===== src/rtl/regbank_wb_arbiter_pkg.sv =====
// Shared types and constants for the register-bank writeback arbiter.
// Holds the data/register sizes, the writeback request record and the grant encoding.
package regbank_pkg;

  localparam int XLEN  = 32;
  localparam int NREGS = 32;
  localparam int AW    = $clog2(NREGS);

  typedef logic [AW-1:0] regaddr_t;

  typedef struct packed {
    logic            valid;
    regaddr_t        rdaddr;
    logic [XLEN-1:0] rddata;
  } wb_req_t;

  // Round-robin pointer values: which side wins when both request
  localparam logic GNT_A = 1'b0;
  localparam logic GNT_B = 1'b1;

endpackage


===== src/rtl/regbank_wb_arbiter_if.sv =====
// Writeback request channel from one execution unit into the arbiter.
// The requester holds valid and payload steady until ready is seen high at a clock edge.
interface regbank_wb_arbiter_if #(
  parameter int XLEN = 32,
  parameter int AW   = 5
);

  logic            valid;
  logic            ready;
  logic [AW-1:0]   rdaddr;
  logic [XLEN-1:0] rddata;

  modport master (
    output valid,
    output rdaddr,
    output rddata,
    input  ready
  );

  modport slave (
    input  valid,
    input  rdaddr,
    input  rddata,
    output ready
  );

endinterface


===== src/rtl/regbank_wb_arbiter_scoreboard.sv =====
// Pending-write scoreboard: one busy bit per architectural register, set on reservation
// and cleared on commit, with two combinational query ports for hazard detection.
module regbank_scoreboard #(
  parameter int NREGS = regbank_pkg::NREGS,
  parameter int AW    = $clog2(NREGS)
) (
  input  logic             clk,
  input  logic             rst_n,
  input  logic             i_setEn,
  input  logic [AW-1:0]    i_setAddr,
  input  logic             i_clrEn,
  input  logic [AW-1:0]    i_clrAddr,
  input  logic [AW-1:0]    i_rs1Addr,
  input  logic [AW-1:0]    i_rs2Addr,
  output logic             o_rs1Busy,
  output logic             o_rs2Busy,
  output logic [NREGS-1:0] o_busyVec
);

  logic [NREGS-1:0] r_busy;

  // The set is applied after the clear so a same-cycle reservation by a newer instruction wins
  always_ff @(posedge clk) begin
    if (!rst_n) begin
      r_busy <= '0;
    end else begin
      if (i_clrEn) begin
        r_busy[i_clrAddr] <= 1'b0;
      end
      if (i_setEn && (i_setAddr != '0)) begin
        r_busy[i_setAddr] <= 1'b1;
      end
    end
  end

  assign o_rs1Busy = r_busy[i_rs1Addr] && (i_rs1Addr != '0);
  assign o_rs2Busy = r_busy[i_rs2Addr] && (i_rs2Addr != '0);
  assign o_busyVec = r_busy;

endmodule


===== src/rtl/regbank_wb_arbiter.sv =====
// Round-robin writeback arbiter for the register bank's single write port (ALU = A, LSU = B).
// Define REGBANK_WB_BYPASS_EN to add commit-cycle forwarding outputs that also suppress the stall.
module regbank_wb_arbiter #(
  parameter int XLEN  = regbank_pkg::XLEN,
  parameter int NREGS = regbank_pkg::NREGS,
  parameter int AW    = $clog2(NREGS)
) (
  input  logic             clk,
  input  logic             rst_n,
  regbank_wb_arbiter_if.slave a_wb,
  regbank_wb_arbiter_if.slave b_wb,
  input  logic             rsv_valid,
  input  logic [AW-1:0]    rsv_addr,
  input  logic [AW-1:0]    rs1addr,
  input  logic [AW-1:0]    rs2addr,
  output logic             rs1_busy,
  output logic             rs2_busy,
  output logic             regwrite,
  output logic [AW-1:0]    rdaddr,
  output logic [XLEN-1:0]  rddata,
  output logic [NREGS-1:0] busy_vec
`ifdef REGBANK_WB_BYPASS_EN
  ,
  output logic             fwd1_valid,
  output logic [XLEN-1:0]  fwd1_data,
  output logic             fwd2_valid,
  output logic [XLEN-1:0]  fwd2_data
`endif
);

  logic            r_rrPtr;
  logic            r_regwrite;
  logic [AW-1:0]   r_rdaddr;
  logic [XLEN-1:0] r_rddata;

  logic w_grantA;
  logic w_grantB;
  logic w_sbBusy1;
  logic w_sbBusy2;

  // A lone requester always wins; on contention the pointer decides. Nothing is granted in reset.
  assign w_grantA = rst_n && a_wb.valid && (!b_wb.valid || (r_rrPtr == regbank_pkg::GNT_A));
  assign w_grantB = rst_n && b_wb.valid && (!a_wb.valid || (r_rrPtr == regbank_pkg::GNT_B));

  assign a_wb.ready = w_grantA;
  assign b_wb.ready = w_grantB;

  // Writes to x0 complete the handshake but never reach the bank, so the write port keeps its last address/data
  always_ff @(posedge clk) begin
    if (!rst_n) begin
      r_rrPtr    <= regbank_pkg::GNT_A;
      r_regwrite <= 1'b0;
      r_rdaddr   <= '0;
      r_rddata   <= '0;
    end else if (w_grantA) begin
      r_rrPtr    <= regbank_pkg::GNT_B;
      r_regwrite <= (a_wb.rdaddr != '0);
      if (a_wb.rdaddr != '0) begin
        r_rdaddr <= a_wb.rdaddr;
        r_rddata <= a_wb.rddata;
      end
    end else if (w_grantB) begin
      r_rrPtr    <= regbank_pkg::GNT_A;
      r_regwrite <= (b_wb.rdaddr != '0);
      if (b_wb.rdaddr != '0) begin
        r_rdaddr <= b_wb.rdaddr;
        r_rddata <= b_wb.rddata;
      end
    end else begin
      r_regwrite <= 1'b0;
    end
  end

  assign regwrite = r_regwrite;
  assign rdaddr   = r_rdaddr;
  assign rddata   = r_rddata;

  regbank_scoreboard #(
    .NREGS (NREGS),
    .AW    (AW)
  ) u_scoreboard (
    .clk       (clk),
    .rst_n     (rst_n),
    .i_setEn   (rsv_valid),
    .i_setAddr (rsv_addr),
    .i_clrEn   (r_regwrite),
    .i_clrAddr (r_rdaddr),
    .i_rs1Addr (rs1addr),
    .i_rs2Addr (rs2addr),
    .o_rs1Busy (w_sbBusy1),
    .o_rs2Busy (w_sbBusy2),
    .o_busyVec (busy_vec)
  );

`ifdef REGBANK_WB_BYPASS_EN
  // The value being committed this cycle can be forwarded, so the reader need not wait for the bank
  assign fwd1_valid = r_regwrite && (r_rdaddr != '0) && (r_rdaddr == rs1addr);
  assign fwd2_valid = r_regwrite && (r_rdaddr != '0) && (r_rdaddr == rs2addr);
  assign fwd1_data  = r_rddata;
  assign fwd2_data  = r_rddata;
  assign rs1_busy   = w_sbBusy1 && !fwd1_valid;
  assign rs2_busy   = w_sbBusy2 && !fwd2_valid;
`else
  assign rs1_busy = w_sbBusy1;
  assign rs2_busy = w_sbBusy2;
`endif

endmodule


===== src/flat_wrapper.sv =====
// flat-port wrapper written by rule: the top's interface ports become plain ports
module regbank_wb_arbiter_flat 
#(
  parameter int XLEN  = regbank_pkg::XLEN,
  parameter int NREGS = regbank_pkg::NREGS,
  parameter int AW    = $clog2(NREGS)
)
  (clk, rst_n, rsv_valid, rsv_addr, rs1addr, rs2addr, rs1_busy, rs2_busy, regwrite, rdaddr, rddata, busy_vec, a_wb_valid, a_wb_rdaddr, a_wb_rddata, a_wb_ready, b_wb_valid, b_wb_rdaddr, b_wb_rddata, b_wb_ready);
  regbank_wb_arbiter_if #(.XLEN(XLEN), .AW(AW)) a_wb_i ();
  regbank_wb_arbiter_if #(.XLEN(XLEN), .AW(AW)) b_wb_i ();
  input  logic clk;
  input  logic rst_n;
  input  logic rsv_valid;
  input  logic [AW-1:0] rsv_addr;
  input  logic [AW-1:0] rs1addr;
  input  logic [AW-1:0] rs2addr;
  output logic rs1_busy;
  output logic rs2_busy;
  output logic regwrite;
  output logic [AW-1:0] rdaddr;
  output logic [XLEN-1:0] rddata;
  output logic [NREGS-1:0] busy_vec;
  input wire logic [$bits(a_wb_i.valid)-1:0] a_wb_valid;
  input wire logic [$bits(a_wb_i.rdaddr)-1:0] a_wb_rdaddr;
  input wire logic [$bits(a_wb_i.rddata)-1:0] a_wb_rddata;
  output wire logic [$bits(a_wb_i.ready)-1:0] a_wb_ready;
  input wire logic [$bits(b_wb_i.valid)-1:0] b_wb_valid;
  input wire logic [$bits(b_wb_i.rdaddr)-1:0] b_wb_rdaddr;
  input wire logic [$bits(b_wb_i.rddata)-1:0] b_wb_rddata;
  output wire logic [$bits(b_wb_i.ready)-1:0] b_wb_ready;
  assign a_wb_i.valid = a_wb_valid;
  assign a_wb_i.rdaddr = a_wb_rdaddr;
  assign a_wb_i.rddata = a_wb_rddata;
  assign a_wb_ready = a_wb_i.ready;
  assign b_wb_i.valid = b_wb_valid;
  assign b_wb_i.rdaddr = b_wb_rdaddr;
  assign b_wb_i.rddata = b_wb_rddata;
  assign b_wb_ready = b_wb_i.ready;
  regbank_wb_arbiter #(.XLEN(XLEN), .NREGS(NREGS), .AW(AW)) u_core (.clk(clk), .rst_n(rst_n), .a_wb(a_wb_i), .b_wb(b_wb_i), .rsv_valid(rsv_valid), .rsv_addr(rsv_addr), .rs1addr(rs1addr), .rs2addr(rs2addr), .rs1_busy(rs1_busy), .rs2_busy(rs2_busy), .regwrite(regwrite), .rdaddr(rdaddr), .rddata(rddata), .busy_vec(busy_vec));
endmodule

===== config.mk =====
export PLATFORM = sky130hd
export DESIGN_NAME = regbank_wb_arbiter_flat
export DESIGN_NICKNAME = d
export VERILOG_FILES = /design/src/rtl/regbank_wb_arbiter_pkg.sv /design/src/rtl/regbank_wb_arbiter_if.sv /design/src/rtl/regbank_wb_arbiter_scoreboard.sv /design/src/rtl/regbank_wb_arbiter.sv /design/src/flat_wrapper.sv
export SDC_FILE = /design/constraint.sdc
export NUM_CORES = 1
export LEC_CHECK = 0
export BUFFER_PORTS_ARGS = -buffer_cell sky130_fd_sc_hd__buf_2
export CORE_ASPECT_RATIO = 0.75
export CORE_MARGIN = 4
export CORE_UTILIZATION = 50
export CTS_CLUSTER_DIAMETER = 50
export CTS_CLUSTER_SIZE = 16
export DETAILED_ROUTE_END_ITERATION = 12
export PLACE_DENSITY = 0.92
export SYNTH_ARGS = -nofsm -noshare
export SYNTH_HDL_FRONTEND = slang
export SYNTH_SLANG_ARGS = --single-unit

===== constraint.sdc =====
create_clock -name clk -period 2.9 [get_ports clk]
set_input_delay 0 -clock clk [delete_from_list [all_inputs] [get_ports clk]]
set_output_delay 0 -clock clk [all_outputs]
set_load 0.02 [all_outputs]

==> Yosys cells after proc, flatten, opt, wreduce, memory -nomap -nowiden <==
Cells that the tools add are included.
{ "word_totals": {"wordCells": 60, "in_bits": 94, "ff_bits": 71, "out_inout_bits": 74} }
{ "classes": {"n_reduce_logical": 21, "n_lt_le_gt_ge": 6, "eq_ne": 1, "mux": 23, "bitwise": 4} }
{ "op_table": {"columns": ["op", "n"], "rows": [
  ["32-bit 2-to-1 mux", 7],
  ["32-bit bitwise AND", 1],
  ["32-bit NOT", 1],
  ["32-bit bitwise OR", 1],
  ["5-bit nonzero test", 5],
  ["5-bit by 6-bit less-than comparator with 1-bit output, second input constant", 4],
  ["5-bit 2-to-1 mux", 4],
  ["1-bit binary-select mux with 5-bit select", 2],
  ["1-bit demux with 5-bit select", 2],
  ["5-bit by 1-bit greater-or-equal comparator with 1-bit output, second input constant", 2],
  ["1-bit logical AND", 9],
  ["1-bit 2-to-1 mux", 8],
  ["2-bit nonzero test", 2],
  ["3-bit AND reduction", 1],
  ["1-bit logical NOT", 2],
  ["1-bit logical OR", 2],
  ["2-bit by 1-bit inequality test with 1-bit output, second input constant", 1],
  ["1-bit NOT", 1]
]} }

==> Logic depth before layout (Yosys ltp) <==
Gate-level depths: netlist of the first run.
{ "logic_depth": {"word_depth": 10, "depth_mapped": 7, "mapped_depth_nobuf": 4} }

==> Cells and area by module <==
A second synthesis of the first run with hierarchy kept.
{ "hier_totals": {"cells_unflattened": 421, "hier_area_um2": 3972.6} }
{ "by_module_without_submodules": {"columns": ["mod", "cells_per_inst", "instances", "area_each_um2", "seq_area_each_um2"], "rows": [
  ["regbank_wb_arbiter", 217, 1, 2039.5, 780.7],
  ["regbank_scoreboard", 204, 1, 1933.1, 640.6]
]} }

==> Least setup slack after synthesis of the first run <==
Ideal clock, no wire load.
{ "synth_path": {"kind": "reg2reg", "from": "register u_core.r_rrPtr", "to": "register u_core.r_rdaddr[3], in the netlist u_core.rdaddr[3]", "arrival_time_ps": 1401, "setup_time_ps": 86, "slack_ps": 1414, "n_path_buf": 3, "synth_period_minus_slack_ps": 1486, "stages_incl_launch_ff": 8, "path_cell_list": "dfxtp_1 -> a21bo_2 -> or2_1 -> buf_2 -> buf_6 -> buf_8 -> mux2i_1 -> a211oi_1"} }
{ "synth_between": {"elab_chain_cells": 5, "word_cells_on_any_way": 10, "classes_between": "1 x eq/ne; 1 x mux; 1 x bitwise; 7 x reduce/logical"} }
{ "synth_rtl": {"columns": ["item", "line_no", "rtl"], "rows": [
  ["start, declared", "regbank_wb_arbiter.sv:31", "logic r_rrPtr;"],
  ["start signal, assigned", "regbank_wb_arbiter.sv:51", "r_rrPtr <= regbank_pkg::GNT_A;"],
  ["start signal, assigned", "regbank_wb_arbiter.sv:56", "r_rrPtr <= regbank_pkg::GNT_B;"],
  ["start signal, assigned", "regbank_wb_arbiter.sv:63", "r_rrPtr <= regbank_pkg::GNT_A;"],
  ["1-bit NOT", "regbank_wb_arbiter.sv:42", "assign w_grantA = rst_n && a_wb.valid && (!b_wb.valid || (r_rrPtr == regbank_pkg::GNT_A));"],
  ["1-bit logical OR", "regbank_wb_arbiter.sv:42", null],
  ["1-bit logical AND", "regbank_wb_arbiter.sv:42", null],
  ["2-bit by 1-bit inequality test with 1-bit output (no line) or 2-bit nonzero test (tied branches)", null, null],
  ["3-bit AND reduction (no line)", null, null],
  ["end signal, assigned", "regbank_wb_arbiter.sv:59", "r_rdaddr <= a_wb.rdaddr;"],
  ["end signal, assigned", "regbank_wb_arbiter.sv:66", "r_rdaddr <= b_wb.rdaddr;"],
  ["end, declared", "regbank_wb_arbiter.sv:33", "logic [AW-1:0] r_rdaddr;"]
]} }
Parallel ways exist; a longest one is shown, timed or not.
A chain may end at the register's enable or synchronous reset.

==> Worst setup path in the final report of the first run <==
{ "layout_path": {"from": "input rst_n", "to": "register u_core.r_rddata[19], in the netlist u_core.rddata[19]"} }
{ "layout_between": {"elab_chain_cells": 4, "word_cells_on_any_way": 9, "classes_between": "1 x eq/ne; 1 x mux; 7 x reduce/logical"} }
{ "layout_rtl": {"columns": ["item", "line_no", "rtl"], "rows": [
  ["start, declared", "flat_wrapper.sv:12", "input logic rst_n;"],
  ["1-bit logical AND, on equally long branches (2 in series)", "regbank_wb_arbiter.sv:42, regbank_wb_arbiter.sv:43", null],
  ["2-bit by 1-bit inequality test with 1-bit output (no line) or 2-bit nonzero test (tied branches)", null, null],
  ["3-bit AND reduction (no line)", null, null],
  ["end signal, assigned", "regbank_wb_arbiter.sv:60", "r_rddata <= a_wb.rddata;"],
  ["end signal, assigned", "regbank_wb_arbiter.sv:67", "r_rddata <= b_wb.rddata;"],
  ["end, declared", "regbank_wb_arbiter.sv:34", "logic [XLEN-1:0] r_rddata;"]
]} }
Parallel ways exist; a longest one is shown, timed or not.

==> impl_metrics.py, run 1 <==
metrics = {
    "routing": {
        "totalWireLength_mm": 12.27,
        "drt_iter0_drc": 373,
        "vias_per_cell": 6.082,
        "ant_nets": 0,
        "first_pass_iters": 5,
        "vias": 4075,
        "wl_per_cell_um": 18.31,
        "drc": 0,
    },
    "sta": {
        "max_freq_mhz": 383.5,
        "worst_pin_slew_ns": 1.138,
        "finalCriticalPeriod_ns": 2.608,
        "hold_viol_final": 0,
        "slew_headroom": 0.2398,
        "rsz0062_at_grt": "false",
        "fin_crit_sh": 0.8993,
        "worst_clock_skew_ns": 0.006038,
        "final_max_slew_viol_count": 0,
        "setup_viol": 0,
        "fin_setup_tns_ns": 0,
    },
    "synthesis": {
        "synth_warnings": 0,
        "yosysMostFrequentCell": "dfxtp_1",
        "ys_seq_area_frac": 0.3688,
        "synth-seq-cells": 71,
        "synth_common_cells": "dfxtp_1, a211oi_1, mux2i_1, nand2_1, a21oi_1",
        "synth_nets": 493,
        "yosys-top-cells-area": "dfxtp_1, a211oi_1, mux2i_1",
        "synth_top_cell_by_area": "dfxtp_1",
        "syn_avg_cell_area_um2": 9.658,
        "async_flop_share": 0,
        "syn_area_mm2": 0.003854,
        "synth.distinct_cells": 41,
        "yosysTopAreaCellShare": 0.3688,
        "synthFlopType": "dfxtp_1",
        "syn-instance-count": 399,
        "synth_edf_count": 0,
    },
    "hold_path": {
        "min_path_cells": 3,
        "hold_start": "a_wb_rddata[8]",
        "hold_path_class": "in -> reg",
        "hold_end": "u_core.rddata[8]",
    },
    "place": {
        "dp_hpwl_mm": 8.883,
        "place_congestion": 0.8918,
        "port_buffers": 167,
    },
    "setup_path": {
        "required_ns": 3.09,
        "endpoint_kind": "flop",
        "r2r-end": "u_core.rddata[19]",
        "startpoint_type": "input pin",
        "cp_data_arrival_time_ns": 2.80,
        "r2r_cells": 6,
        "path_class": "in -> reg",
        "crit_path_max_fanout": 21,
        "r2r_setup_slack_ns": 0.38,
        "r2r_start": "u_core.r_rrPtr",
    },
    "run_status": {
        "status": "finished, final reports clean",
    },
    "finish": {
        "seqCellArea_mm2": 0.001421,
        "fin_util": 0.6867,
        "diodes": 0,
        "drive_gt1_frac": 0.4042,
        "nets": 658,
        "multi_input_area_mm2": 0.002210,
        "fillCellCount": 585,
        "area_growth_pct": 32.43,
    },
    "grt": {
        "grt_usage": 0.2667,
        "grt_use_met3": 0.06651,
        "top_usage_layer": "met2",
        "antenna_found_initial": 0,
        "grt.met1_usage": 0.3293,
        "grt_pass1_vias": 4097,
        "grt_overflow": 0,
        "grt_max_degree": 52,
        "grtUsageMet2": 0.4416,
        "grt_pass1_wl_mm": 19.61,
    },
    "clock_tree": {
        "root_buffer": "clkbuf_8",
        "post_cts_buffers": 0,
        "cts_made_buffers": 9,
        "cts.clk_slew.worst_paths_ns": 0.08,
        "cts_num_sinks": 71,
        "cts_htree_levels": 3,
        "clockBufferDepth": 2,
        "post_cts_resize_count": 0,
        "cts_tree": "yes",
        "clk_latency_ns": 0.34,
    },
    "power_and_ir_drop": {
        "power_density_mw_per_mm2": 504.5,
        "ir_drop_uv": 248.9,
        "leakage_nw": 2.320,
    },
    "floorplan": {
        "die-area_mm2": 0.009191,
        "boundaryPins": 168,
        "num_rows": 27,
        "start_util": 0.5185,
        "die_x_um": 109.4,
        "core_area_mm2": 0.007432,
        "die_h_um": 84.03,
    },
    "job": {
        "cap_viol_max_count": 0,
    },
}
cell type report:
class | count | area share
clock buffers | 9 | 0.02427
flip-flops and latches | 71 | 0.2785
well taps | 101 | 0.02476
clock inverters | 7 | 0.02378
multi-input cells | 283 | 0.4329
inverters | 6 | 0.004413
repair buffers | 193 | 0.2113
registers in the layout, summed over array words and instances, names as in the netlist:
| signal | count |
|---|---|
| u_core.u_scoreboard.o_busyVec | 32 |
| u_core.regwrite | 1 |
| u_core.rdaddr | 5 |
| u_core.r_rrPtr | 1 |
| u_core.rddata | 32 |
critical path, cell delays in order:
cell and delay, ns:
dlygate4sd3_1 0.55, buf_2 0.16, a21bo_2 0.25, or2_2 0.50, buf_4 0.44, mux2i_1 0.24, dlygate4sd3_1 0.58, a211oi_1 0.07
power breakdown:
group | switching (mW) | internal [mW]
registers | 0.0465 | 1.03
clock network | 0.385 | 0.574
logic | 0.313 | 0.224
what timing repair did:
| item | CTS | global route |
|---|---|---|
| setup endpoints to repair | 0 | 0 |
| hold buffers | 19 | 0 |
| hold endpoints to repair | 12 | 0 |
worst max-delay path by stage:
stage,startpoint,to,cells after the start
global placement,u_core.r_rrPtr,u_core.rddata[9],5
global route,rst_n,u_core.rddata[16],8
floorplan,u_core.r_rrPtr,u_core.rdaddr[3],7
detailed placement,u_core.r_rrPtr,u_core.rddata[9],5
CTS,rst_n,u_core.rddata[20],8
finish,rst_n,u_core.rddata[19],8
through the flow:
stage / cell area [µm²] / worst slack (ns) / instances / hold slack (ns) / power, mW
floorplan: 3854 / 1.414 / 399 / 0.1334 / 1.426
global placement: 4668 / 1.044 / 635 / 0.2916 / 1.589
detailed placement: 4668 / 0.8985 / 635 / 0.2982 / 1.608
CTS: 5104 / 0.3614 / 670 / 0.001467 / 2.581
global route: 5104 / 0.1603 / 670 / 0.007217 / 2.679
finish: 5104 / 0.2921 / 670 / 0.008430 / 2.575
kinds of logic after synthesis:
kind of cell           share of synthesized area
muxes                                     0.1980
and+or+nand+nor                           0.1010
DFF                                       0.3688
AOI/OAI and AO/OA                         0.2695
buffers and inverters                    0.06266
cell usage in the layout, fill, tap and decap left out, types with 2 or more instances in the layout:
| cell type | n |
|---|---|
| buf_2 | 167 |
| dlygate4sd3_1 | 19 |
| and3b_1 | 2 |
| a211oi_1 | 64 |
| nand3_1 | 3 |
| nor3b_1 | 4 |
| nand2_1 | 38 |
| buf_4 | 7 |
| or2_2 | 2 |
| a21oi_1 | 32 |
| a211oi_2 | 12 |
| and3_1 | 2 |
| nand3b_1 | 8 |
| mux4_2 | 15 |
| or3b_1 | 2 |
| clkinv_4 | 3 |
| mux2_2 | 4 |
| inv_2 | 2 |
| clkbuf_8 | 9 |
| nor3_1 | 3 |
| mux2i_1 | 38 |
| bufinv_16 | 3 |
| nor2_1 | 6 |
| o21ai_0 | 13 |
| o21ai_1 | 19 |
| inv_1 | 4 |
| dfxtp_1 | 71 |
metal layers:
layer / up-vias / routed length [µm] / part of all wire
met2: 256 / 5932 / 0.48
met4: 0 / 353 / 0.029
met1: 1917 / 4872 / 0.40
li1: 1857 / - / -
met5: - / 0 / 0
met3: 45 / 1112 / 0.091
Note: power is estimated with default switching activity, not from simulation.
==> run 2: changes to the inputs <==
--- a/config.mk
+++ b/config.mk
@@ -13,6 +13,7 @@
 export CTS_CLUSTER_SIZE = 16
 export DETAILED_ROUTE_END_ITERATION = 12
 export PLACE_DENSITY = 0.92
+export RECOVER_POWER = 25
 export SYNTH_ARGS = -nofsm -noshare
 export SYNTH_HDL_FRONTEND = slang
 export SYNTH_SLANG_ARGS = --single-unit
==> run 2 against run 1 <==
- critical path depth did not move
- clock skew decreased by 0.00057 ns
- maximum frequency down 0.29%
- setup slack got worse by 0.0077 ns
- largest power group unchanged
- non-clock buffer count unchanged
- combinational power down 2%
- register-to-register slack barely moved
- power decreased by 0.45%
- final cell count stayed put
- sequential cell count unchanged
- highest routed layer unchanged
==> impl_metrics.py, run 2 (synthesized netlist as in run 1, its figures left out) <==
metrics = {
    "grt": {
        "grt_pass1_vias": 4097,
        "grt_usage": 0.2667,
        "grt_overflow": 0,
        "grt_max_degree": 52,
        "antenna_found_initial": 0,
        "grt_pass1_wl_mm": 19.61,
    },
    "routing": {
        "wl_per_cell_um": 18.42,
        "first_pass_iters": 5,
        "vias": 4062,
        "vias_per_cell": 6.063,
        "ant_nets": 0,
        "drt_iter0_drc": 365,
        "drc": 0,
        "totalWireLength_mm": 12.34,
    },
    "floorplan": {
        "boundaryPins": 168,
        "core_area_mm2": 0.007432,
        "die_x_um": 109.4,
        "die-area_mm2": 0.009191,
        "start_util": 0.5185,
        "die_h_um": 84.03,
        "num_rows": 27,
    },
    "clock_tree": {
        "cts_made_buffers": 9,
        "cts_hold_buffers": 19,
        "cts_num_sinks": 71,
        "post_cts_resize_count": 0,
        "cts_tree": "yes",
        "cts.clk_slew.worst_paths_ns": 0.08,
        "post_cts_buffers": 0,
        "root_buffer": "clkbuf_8",
        "clk_latency_ns": 0.35,
        "cts_htree_levels": 3,
        "clockBufferDepth": 2,
    },
    "place": {
        "dp_hpwl_mm": 8.883,
        "place_congestion": 0.8918,
        "port_buffers": 167,
    },
    "setup_path": {
        "r2r_setup_slack_ns": 0.39,
        "path_class": "in -> reg",
        "r2r_start": "u_core.r_rrPtr",
        "r2r_cells": 6,
        "cp_data_arrival_time_ns": 2.81,
        "endpoint_kind": "flop",
        "crit_path_end": "u_core.rddata[19]",
        "required_ns": 3.09,
        "startpoint_type": "input pin",
        "crit_path_start": "rst_n",
        "crit_path_max_fanout": 21,
        "r2r-end": "u_core.rddata[19]",
    },
    "sta": {
        "hold_viol_final": 0,
        "rsz0062_at_grt": "false",
        "worst_pin_slew_ns": 1.084,
        "setup_viol": 0,
        "final_max_slew_viol_count": 0,
        "slew_headroom": 0.2756,
        "holdWs_ns": 0.007569,
        "fin_setup_tns_ns": 0,
        "finalCriticalPeriod_ns": 2.616,
        "fin_crit_sh": 0.9019,
        "max_freq_mhz": 382.3,
        "worst_clock_skew_ns": 0.005464,
    },
    "power_and_ir_drop": {
        "switchingPower_mw": 0.7448,
        "swShare": 0.2906,
        "power_density_mw_per_mm2": 506.7,
        "seqPwrFrac": 0.422,
        "ir_drop_uv": 249.7,
        "combPwrFrac": 0.205,
        "p_clk_frac": 0.374,
        "p_int_mw": 1.818,
        "leakage_nw": 2.183,
        "power_mw": 2.563,
    },
    "finish": {
        "area_growth_pct": 31.27,
        "diodes": 0,
        "layout_common_cells": "buf_2, dfxtp_1, a211oi_1",
        "drive_gt1_frac": 0.3409,
        "nets": 658,
        "mostFrequentLayoutCell": "buf_2",
        "multi_input_area_mm2": 0.002210,
        "fillCellCount": 607,
        "seqCellArea_mm2": 0.001421,
    },
    "run_status": {
        "status": "finished, final reports clean",
    },
    "hold_path": {
        "hold_start": "b_wb_rddata[6]",
        "hold_path_class": "in -> reg",
    },
    "job": {
        "cap_viol_max_count": 0,
    },
}
[run 2: power groups by stage]
stage               combinational (mW)  sequential (mW)  clock [mW]
finish                           0.525             1.08       0.958
CTS                              0.532             1.08       0.971
floorplan                        0.272             1.15           0
detailed placement               0.508             1.10           0
global route                     0.567             1.09        1.01
global placement                 0.490             1.10           0
[run 2: routing by layer]
layer,vias up,global-route usage,wire (µm)
li1,1855,-,-
met1,1889,0.3293,4888
met2,273,0.4416,5963
met3,45,0.06651,1135
met4,0,0.1065,355
met5,-,0,0
[run 2: worst min-delay path by stage]
stage	slack [ns]	to	cells past startpoint
after CTS	0.001	u_core.rddata[8]	3
after global routing	0.007	u_core.rddata[15]	3
after global placement	0.29	u_core.u_scoreboard.o_busyVec[0]	2
final	0.008	u_core.rddata[6]	3
after detailed placement	0.30	u_core.u_scoreboard.o_busyVec[0]	2
after floorplan	0.13	u_core.u_scoreboard.o_busyVec[0]	1
[run 2: per-stage QoR]
step | cells | util | instance area [µm²] | setup slack (ns)
2_1_floorplan | 399 | - | 3854 | 1.414
3_3_place_gp | 635 | 0.6281 | 4668 | 1.044
3_5_place_dp | 635 | 0.6281 | 4668 | 0.8985
4_1_cts | 670 | 0.6867 | 5104 | 0.3614
5_1_grt | 670 | 0.6806 | 5059 | 0.1214
6_report | 670 | 0.6806 | 5059 | 0.2845
[run 2: area by class of cell]
cell class | count | share of cell area
clock inverters | 7 | 0.02399
clock buffers | 9 | 0.02449
repair buffers | 193 | 0.2043
inverters | 6 | 0.004452
multi-input cells | 283 | 0.4368
flip-flops and latches | 71 | 0.2810
well taps | 101 | 0.02498
[run 2: critical path, stage by stage]
cell and delay (ns):
dlygate4sd3_1 0.55, clkbuf_1 0.16, a21bo_2 0.27, or2_2 0.50, buf_4 0.44, mux2i_1 0.24
dlygate4sd3_1 0.58, a211oi_1 0.07
